`src/rtl/mult_div_unit_if.sv`:
```
// Handshake/data bundle between the control unit and mult_div_unit.
// master = control unit side, slave = multiply/divide unit side.
interface mult_div_unit_if #(
    parameter int WIDTH = 32
);
    logic             start;
    logic [1:0]       op;
    logic [WIDTH-1:0] a;
    logic [WIDTH-1:0] b;
    logic             we_hi;
    logic             we_lo;
    logic [WIDTH-1:0] wd;
    logic             busy;
    logic             done;
    logic [WIDTH-1:0] hi;
    logic [WIDTH-1:0] lo;

    modport master (
        output start, op, a, b, we_hi, we_lo, wd,
        input  busy, done, hi, lo
    );

    modport slave (
        input  start, op, a, b, we_hi, we_lo, wd,
        output busy, done, hi, lo
    );
endinterface

```
`src/rtl/mult_div_unit.sv`:
```
// Iterative MULT/MULTU/DIV/DIVU unit with architectural HI/LO registers, WIDTH cycles per op.
// Optional macro MDU_SIGNED_EN enables signed MULT/DIV via op[1]; otherwise all ops are unsigned.
module mult_div_unit #(
    parameter int WIDTH = 32
) (
    input logic            clk,
    input logic            rst_n,
    mult_div_unit_if.slave bus
);
    localparam int CW = $clog2(WIDTH);
    localparam logic [CW-1:0] LAST = CW'(WIDTH - 1);

    localparam logic [0:0] IDLE = 1'b0;
    localparam logic [0:0] CALC = 1'b1;

    logic [0:0]         state;
    logic [CW-1:0]      cnt;
    logic               is_div;
    logic [WIDTH-1:0]   opnd;
    logic [2*WIDTH-1:0] prod;
    logic [WIDTH-1:0]   hi_r;
    logic [WIDTH-1:0]   lo_r;
    logic               done_r;

    logic [WIDTH-1:0]   mag_a;
    logic [WIDTH-1:0]   mag_b;
    logic [WIDTH:0]     mul_sum;
    logic [WIDTH:0]     div_trial;
    logic [WIDTH:0]     div_diff;
    logic               div_ge;
    logic [2*WIDTH-1:0] step_prod;
    logic [2*WIDTH-1:0] mul_res;
    logic [WIDTH-1:0]   quo_res;
    logic [WIDTH-1:0]   rem_res;
    logic [WIDTH-1:0]   res_hi;
    logic [WIDTH-1:0]   res_lo;

`ifdef MDU_SIGNED_EN
    logic a_neg;
    logic b_neg;
    logic neg_mul;
    logic neg_quo;
    logic neg_rem;

    always_comb begin
        a_neg = bus.op[1] & bus.a[WIDTH-1];
        b_neg = bus.op[1] & bus.b[WIDTH-1];
        mag_a = a_neg ? -bus.a : bus.a;
        mag_b = b_neg ? -bus.b : bus.b;
    end
`else
    always_comb begin
        mag_a = bus.a;
        mag_b = bus.b;
    end
`endif

    // prod holds {acc, multiplier} for multiply and {remainder, quotient} for divide
    always_comb begin
        mul_sum   = {1'b0, prod[2*WIDTH-1:WIDTH]} + {1'b0, (prod[0] ? opnd : {WIDTH{1'b0}})};
        div_trial = {prod[2*WIDTH-1:WIDTH], prod[WIDTH-1]};
        div_ge    = div_trial >= {1'b0, opnd};
        div_diff  = div_trial - {1'b0, opnd};
        if (is_div) begin
            step_prod = div_ge ? {div_diff[WIDTH-1:0], prod[WIDTH-2:0], 1'b1}
                               : {prod[2*WIDTH-2:0], 1'b0};
        end else begin
            step_prod = {mul_sum, prod[WIDTH-1:1]};
        end
    end

    always_comb begin
        mul_res = step_prod;
        quo_res = step_prod[WIDTH-1:0];
        rem_res = step_prod[2*WIDTH-1:WIDTH];
`ifdef MDU_SIGNED_EN
        if (neg_mul) mul_res = -step_prod;
        if (neg_quo) quo_res = -step_prod[WIDTH-1:0];
        if (neg_rem) rem_res = -step_prod[2*WIDTH-1:WIDTH];
`endif
        res_hi = is_div ? rem_res : mul_res[2*WIDTH-1:WIDTH];
        res_lo = is_div ? quo_res : mul_res[WIDTH-1:0];
    end

    always_ff @(posedge clk) begin
        if (!rst_n) begin
            state  <= IDLE;
            cnt    <= '0;
            is_div <= 1'b0;
            opnd   <= '0;
            prod   <= '0;
            hi_r   <= '0;
            lo_r   <= '0;
            done_r <= 1'b0;
`ifdef MDU_SIGNED_EN
            neg_mul <= 1'b0;
            neg_quo <= 1'b0;
            neg_rem <= 1'b0;
`endif
        end else begin
            done_r <= 1'b0;
            case (state)
                IDLE: begin
                    if (bus.we_hi) hi_r <= bus.wd;
                    if (bus.we_lo) lo_r <= bus.wd;
                    if (bus.start) begin
                        state  <= CALC;
                        cnt    <= '0;
                        is_div <= bus.op[0];
                        opnd   <= bus.op[0] ? mag_b : mag_a;
                        prod   <= {{WIDTH{1'b0}}, (bus.op[0] ? mag_a : mag_b)};
`ifdef MDU_SIGNED_EN
                        // Divide-by-zero keeps quotient all-ones; remainder negation restores a.
                        neg_mul <= a_neg ^ b_neg;
                        neg_rem <= a_neg;
                        neg_quo <= (a_neg ^ b_neg) & (|bus.b);
`endif
                    end
                end
                CALC: begin
                    prod <= step_prod;
                    cnt  <= cnt + 1'b1;
                    if (cnt == LAST) begin
                        hi_r   <= res_hi;
                        lo_r   <= res_lo;
                        done_r <= 1'b1;
                        state  <= IDLE;
                    end
                end
                default: state <= IDLE;
            endcase
        end
    end

    assign bus.busy = (state == CALC);
    assign bus.done = done_r;
    assign bus.hi   = hi_r;
    assign bus.lo   = lo_r;
endmodule

```
`src/flat_wrapper.sv`:
```
// flat-port wrapper written by rule: the top's interface ports become plain ports
module mult_div_unit_flat 
#(
    parameter int WIDTH = 32
)
  (clk, rst_n, bus_start, bus_op, bus_a, bus_b, bus_we_hi, bus_we_lo, bus_wd, bus_busy, bus_done, bus_hi, bus_lo);
  mult_div_unit_if #(.WIDTH(WIDTH)) bus_i ();
  input logic clk;
  input logic rst_n;
  input wire logic [$bits(bus_i.start)-1:0] bus_start;
  input wire logic [$bits(bus_i.op)-1:0] bus_op;
  input wire logic [$bits(bus_i.a)-1:0] bus_a;
  input wire logic [$bits(bus_i.b)-1:0] bus_b;
  input wire logic [$bits(bus_i.we_hi)-1:0] bus_we_hi;
  input wire logic [$bits(bus_i.we_lo)-1:0] bus_we_lo;
  input wire logic [$bits(bus_i.wd)-1:0] bus_wd;
  output wire logic [$bits(bus_i.busy)-1:0] bus_busy;
  output wire logic [$bits(bus_i.done)-1:0] bus_done;
  output wire logic [$bits(bus_i.hi)-1:0] bus_hi;
  output wire logic [$bits(bus_i.lo)-1:0] bus_lo;
  assign bus_i.start = bus_start;
  assign bus_i.op = bus_op;
  assign bus_i.a = bus_a;
  assign bus_i.b = bus_b;
  assign bus_i.we_hi = bus_we_hi;
  assign bus_i.we_lo = bus_we_lo;
  assign bus_i.wd = bus_wd;
  assign bus_busy = bus_i.busy;
  assign bus_done = bus_i.done;
  assign bus_hi = bus_i.hi;
  assign bus_lo = bus_i.lo;
  mult_div_unit #(.WIDTH(WIDTH)) u_core (.clk(clk), .rst_n(rst_n), .bus(bus_i));
endmodule
```
`config.mk`:
```
export PLATFORM = sky130hd
export DESIGN_NAME = mult_div_unit_flat
export DESIGN_NICKNAME = d
export VERILOG_FILES = /design/src/rtl/mult_div_unit_if.sv /design/src/rtl/mult_div_unit.sv /design/src/flat_wrapper.sv
export SDC_FILE = /design/constraint.sdc
export NUM_CORES = 1
export LEC_CHECK = 0
export BUFFER_PORTS_ARGS = -buffer_cell sky130_fd_sc_hd__buf_2
export CAP_MARGIN = 20
export CELL_PAD_IN_SITES_DETAIL_PLACEMENT = 0
export CELL_PAD_IN_SITES_GLOBAL_PLACEMENT = 1
export CORE_MARGIN = 2
export CORE_UTILIZATION = 36
export DETAILED_ROUTE_END_ITERATION = 7
export GPL_TIMING_DRIVEN = 0
export HOLD_SLACK_MARGIN = 0.02
export PLACE_DENSITY_LB_ADDON = 0.15
export SLEW_MARGIN = 5
export SYNTH_ARGS = -nofsm -noshare
export SYNTH_HDL_FRONTEND = slang
export SYNTH_SLANG_ARGS = --single-unit
```
`constraint.sdc`:
```
create_clock -name clk -period 7.5 [get_ports clk]
set_input_delay 0 -clock clk [delete_from_list [all_inputs] [get_ports clk]]
set_output_delay 0 -clock clk [all_outputs]
set_load 0.02 [all_outputs]
```
==> impl_metrics.yaml <==
status:
  outcome: "finished, final reports clean"
synthesis:
  synth_edf_count: 0
  synth.area.top_cells: "dfxtp_1 28%, mux2i_1 8.2%, a21oi_1 7.0%"
  synth.avg_cell_area_sq_um: 7.542
  syn_area_sq_mm: 0.01214
  synth_cell_type_count: 81
  synth_top_area_frac: 0.2770
  synthesis.nets: 1781
  ys_ff_latch: 168
  ys.flop_type: "dfxtp_1"
  async_flop_share: 0
  yosysWarnings: 0
  ys_seq_area_frac: 0.2770
  synth_cells: 1610
  synth_top_cell_by_area: "dfxtp_1"
routing:
  topRoutingLayerUsed: "met4"
  wl_met2_mm: 24.62
  wl_met1_mm: 23.95
  vias_per_cell: 5.625
  wire_per_inst_um: 22.42
  num_vias: 13260
  wl_met3_mm: 3.141
  drt_iter0_drc: 940
  first_pass_iters: 5
  final_antenna_net_count: 0
  drc: 0
  wl_mm: 52.88
clocking:
  cts_buffer_depth: 2
  cts_tree: "yes"
  clkSinkCount: 168
  cts_made_buffers: 17
  clkTransAtPathRegs_ps: 70
  clk_latency_ps: 450
  clock-root-buffer: "clkbuf_16"
  htree_num_levels: 4
timing:
  report.final.slew_viol_count: 0
  slew-limit-headroom: 0.3227
  period_share: 0.5663
  finClkSkew_ps: 12.42
  period_needed_ps: 4248
  setup_viol_count_final: 0
  tightest_slew_ps: 1016
  rsz0062_at_grt: "no"
  fmax_mhz: 235.4
  final-hold-violation-count: 0
  tns_ps: 0
power_and_ir_drop:
  combPwrFrac: 0.293
  swShare: 0.3517
  power_frac_clock: 0.339
  switchingPower_w: 0.0009672
  report.power.total_w: 0.002750
  leakagePower_nw: 6.648
  powerDensity_mw_per_mm2: 181.3
  p_int_w: 0.001783
  peakVddDrop_uv: 164.9
  power_frac_seq: 0.368
placement:
  placed_cell_area_sq_mm: 0.01355
  gp_congestion: 0.9410
  port_buffers: 163
  dp_cells: 2223
  dp_hpwl_mm: 42.09
layout:
  instances_no_fill: 2358
  seq_area_sq_mm: 0.003363
  multi_input_area_sq_mm: 0.008059
  fin_area_sq_mm: 0.01517
  drive_gt1_frac: 0.1310
  nets: 2067
  area_growth_pct: 24.95
  fillCellCount: 3493
floorplanning:
  rows: 67
  die_h_um: 187.7
  die_w_um: 187.7
  start_util: 0.3639
  coreArea_sq_mm: 0.03336
  io_pins: 169
  die_area_sq_mm: 0.03522
setup_path:
  cp-end-kind: "register"
  critPathArrivalTime_ps: 4580
  path_max_fanout: 10
  rr_endpoint: "u_core.bus.hi[27]$_SDFFE_PN0P_"
  startpoint_type: "register"
  r2r_start: "u_core.prod[0]$_SDFFE_PN0P_"
  required_ps: 7830
  r2r_cells: 13
  worstSetupPathType: "register to register"
  regToRegSetupSlack_ps: 3250
global_routing:
  grt_usage: 0.2950
  grt_max_degree: 17
  grt-ovfl-total: 0
  antenna_found_initial: 2
  grt_pass1_wl_mm: 79.19
  grt_pass1_vias: 12690
hold_path:
  worstHoldStart: "bus_a[11]"
  hold_path_end: "u_core.opnd[11]$_SDFFE_PN0P_"
  hold_path.class: "input pin to register"
  holdPathStages: 3
job:
  cap_violations: 0
==> Yosys cell counts (all sizes together), types with 4 or more instances <==
cell type	n
a21o	32
xor2	19
a31oi	22
or3	5
o21a	5
buf	41
nand2b	6
o211a	7
o21bai	9
a211o	8
clkbuf	77
o211ai	42
nor4	7
o31ai	4
nor2b	9
inv	64
mux2	4
xnor2	26
nand3	48
a22o	11
mux2i	100
a31o	5
a2111oi	4
a311oi	7
nor3b	4
a211oi	49
nand2	211
o22ai	5
nor3	9
a21oi	172
o21ai	110
nand4	16
nor2	138
a22oi	5
and2	37
o311ai	4
o31a	7
and3	5
dfxtp	168
ha	66
==> state kept, by name, summed over array words and instances (netlist names) <==
name	count
u_core.bus.hi	32
u_core.opnd	32
u_core.is_div	1
u_core.cnt	5
u_core.bus.done	1
u_core.bus.busy	1
u_core.prod	64
u_core.bus.lo	32
==> layer usage <==
| layer | up-vias | track usage |
|---|---|---|
| met1 | 6295 | 0.4030 |
| met5 | - | 0 |
| met4 | 0 | 0.08298 |
| li1 | 6403 | - |
| met2 | 497 | 0.4915 |
| met3 | 68 | 0.03257 |
==> cell families after synthesis <==
| family | count (synthesis) | synth area share |
|---|---|---|
| AO/OA/AOI/OAI | 537 | 0.2879 |
| flip-flops | 168 | 0.2770 |
| multiplexers | 104 | 0.08614 |
| AND/OR/NAND/NOR | 505 | 0.1859 |
| adder cells (fa/ha/maj) | 68 | 0.07130 |
| XOR/XNOR | 45 | 0.03246 |
| buffers and inverters | 183 | 0.05935 |
==> power by group through the flow <==
stage | clock (W) | combinational [W] | sequential [W]
after floorplan | 0 | 0.000460 | 0.00104
after global placement | 0 | 0.000743 | 0.00103
after detailed placement | 0 | 0.000745 | 0.00103
after CTS | 0.000935 | 0.000796 | 0.00101
after global routing | 0.000976 | 0.000876 | 0.00102
final | 0.000931 | 0.000807 | 0.00101
==> repair_timing <==
action / CTS / global route
hold buffers: 102 / 0
setup buffers: 0 / 0
hold endpoints to repair: 96 / 0
gates resized for setup: 0 / 0
==> worst max path at each step <==
stage / start / endpoint / slack, ps / depth (start not counted)
global placement: u_core.prod[0]$_SDFFE_PN0P_ / u_core.prod[59]$_SDFFE_PN0P_ / 3290 / 13
global route: u_core.prod[0]$_SDFFE_PN0P_ / u_core.bus.hi[29]$_SDFFE_PN0P_ / 3120 / 13
finish: u_core.prod[0]$_SDFFE_PN0P_ / u_core.bus.hi[27]$_SDFFE_PN0P_ / 3250 / 13
floorplan: u_core.prod[0]$_SDFFE_PN0P_ / u_core.bus.hi[27]$_SDFFE_PN0P_ / 4340 / 13
detailed placement: u_core.prod[0]$_SDFFE_PN0P_ / u_core.bus.hi[27]$_SDFFE_PN0P_ / 3300 / 13
CTS: u_core.prod[0]$_SDFFE_PN0P_ / u_core.bus.hi[27]$_SDFFE_PN0P_ / 3280 / 13
==> worst max-delay path, stage by stage (launching register included) <==
cell       delay (ps)
dfxtp_1           430
clkbuf_1          320
and2_1            250
ha_1              230
fa_1              420
a21oi_1           280
o211ai_2          170
a2111oi_2         500
or4_4             270
o211ai_2          120
a311oi_1          480
o32ai_1           160
and2_1            190
o31a_1            290
==> layout make-up <==
cell class                      count  share of cell area
Clock buffer                       19             0.02919
Buffer                            118             0.03142
Clock inverter                     12            0.009979
Multi-Input combinational cell   1259              0.5312
Timing Repair Buffer              267              0.1232
Antenna cell                        2           0.0003299
Sequential cell                   168              0.2217
Inverter                           65             0.01608
Tap cell                          448             0.03695
==> cell usage in the layout, fill, tap and decap left out, drive strengths merged, types with 8 or more instances in the layout <==
cell / n
nand2: 211
nor2: 138
a211o: 8
inv: 65
and2: 37
nand3: 48
nand4: 16
o211ai: 42
mux2i: 100
xnor2: 26
nor2b: 9
a211oi: 49
buf: 206
dlygate4sd3: 102
xor2: 19
a21oi: 172
nor3: 9
dfxtp: 168
a31oi: 22
o21bai: 9
clkbuf: 96
a22o: 11
o21ai: 110
ha: 66
a21o: 32
==> through the flow <==
stage | utilization | hold WS, ps | setup slack [ps]
2_1_floorplan | - | 185.8 | 4337
3_3_place_gp | 0.4052 | 331.3 | 3293
3_5_place_dp | 0.4062 | 338.3 | 3300
4_1_cts | 0.4546 | 20.32 | 3278
5_1_grt | 0.4547 | 21.59 | 3119
6_report | 0.4547 | 4.534 | 3252
Note: power is estimated with default switching activity, not from simulation.
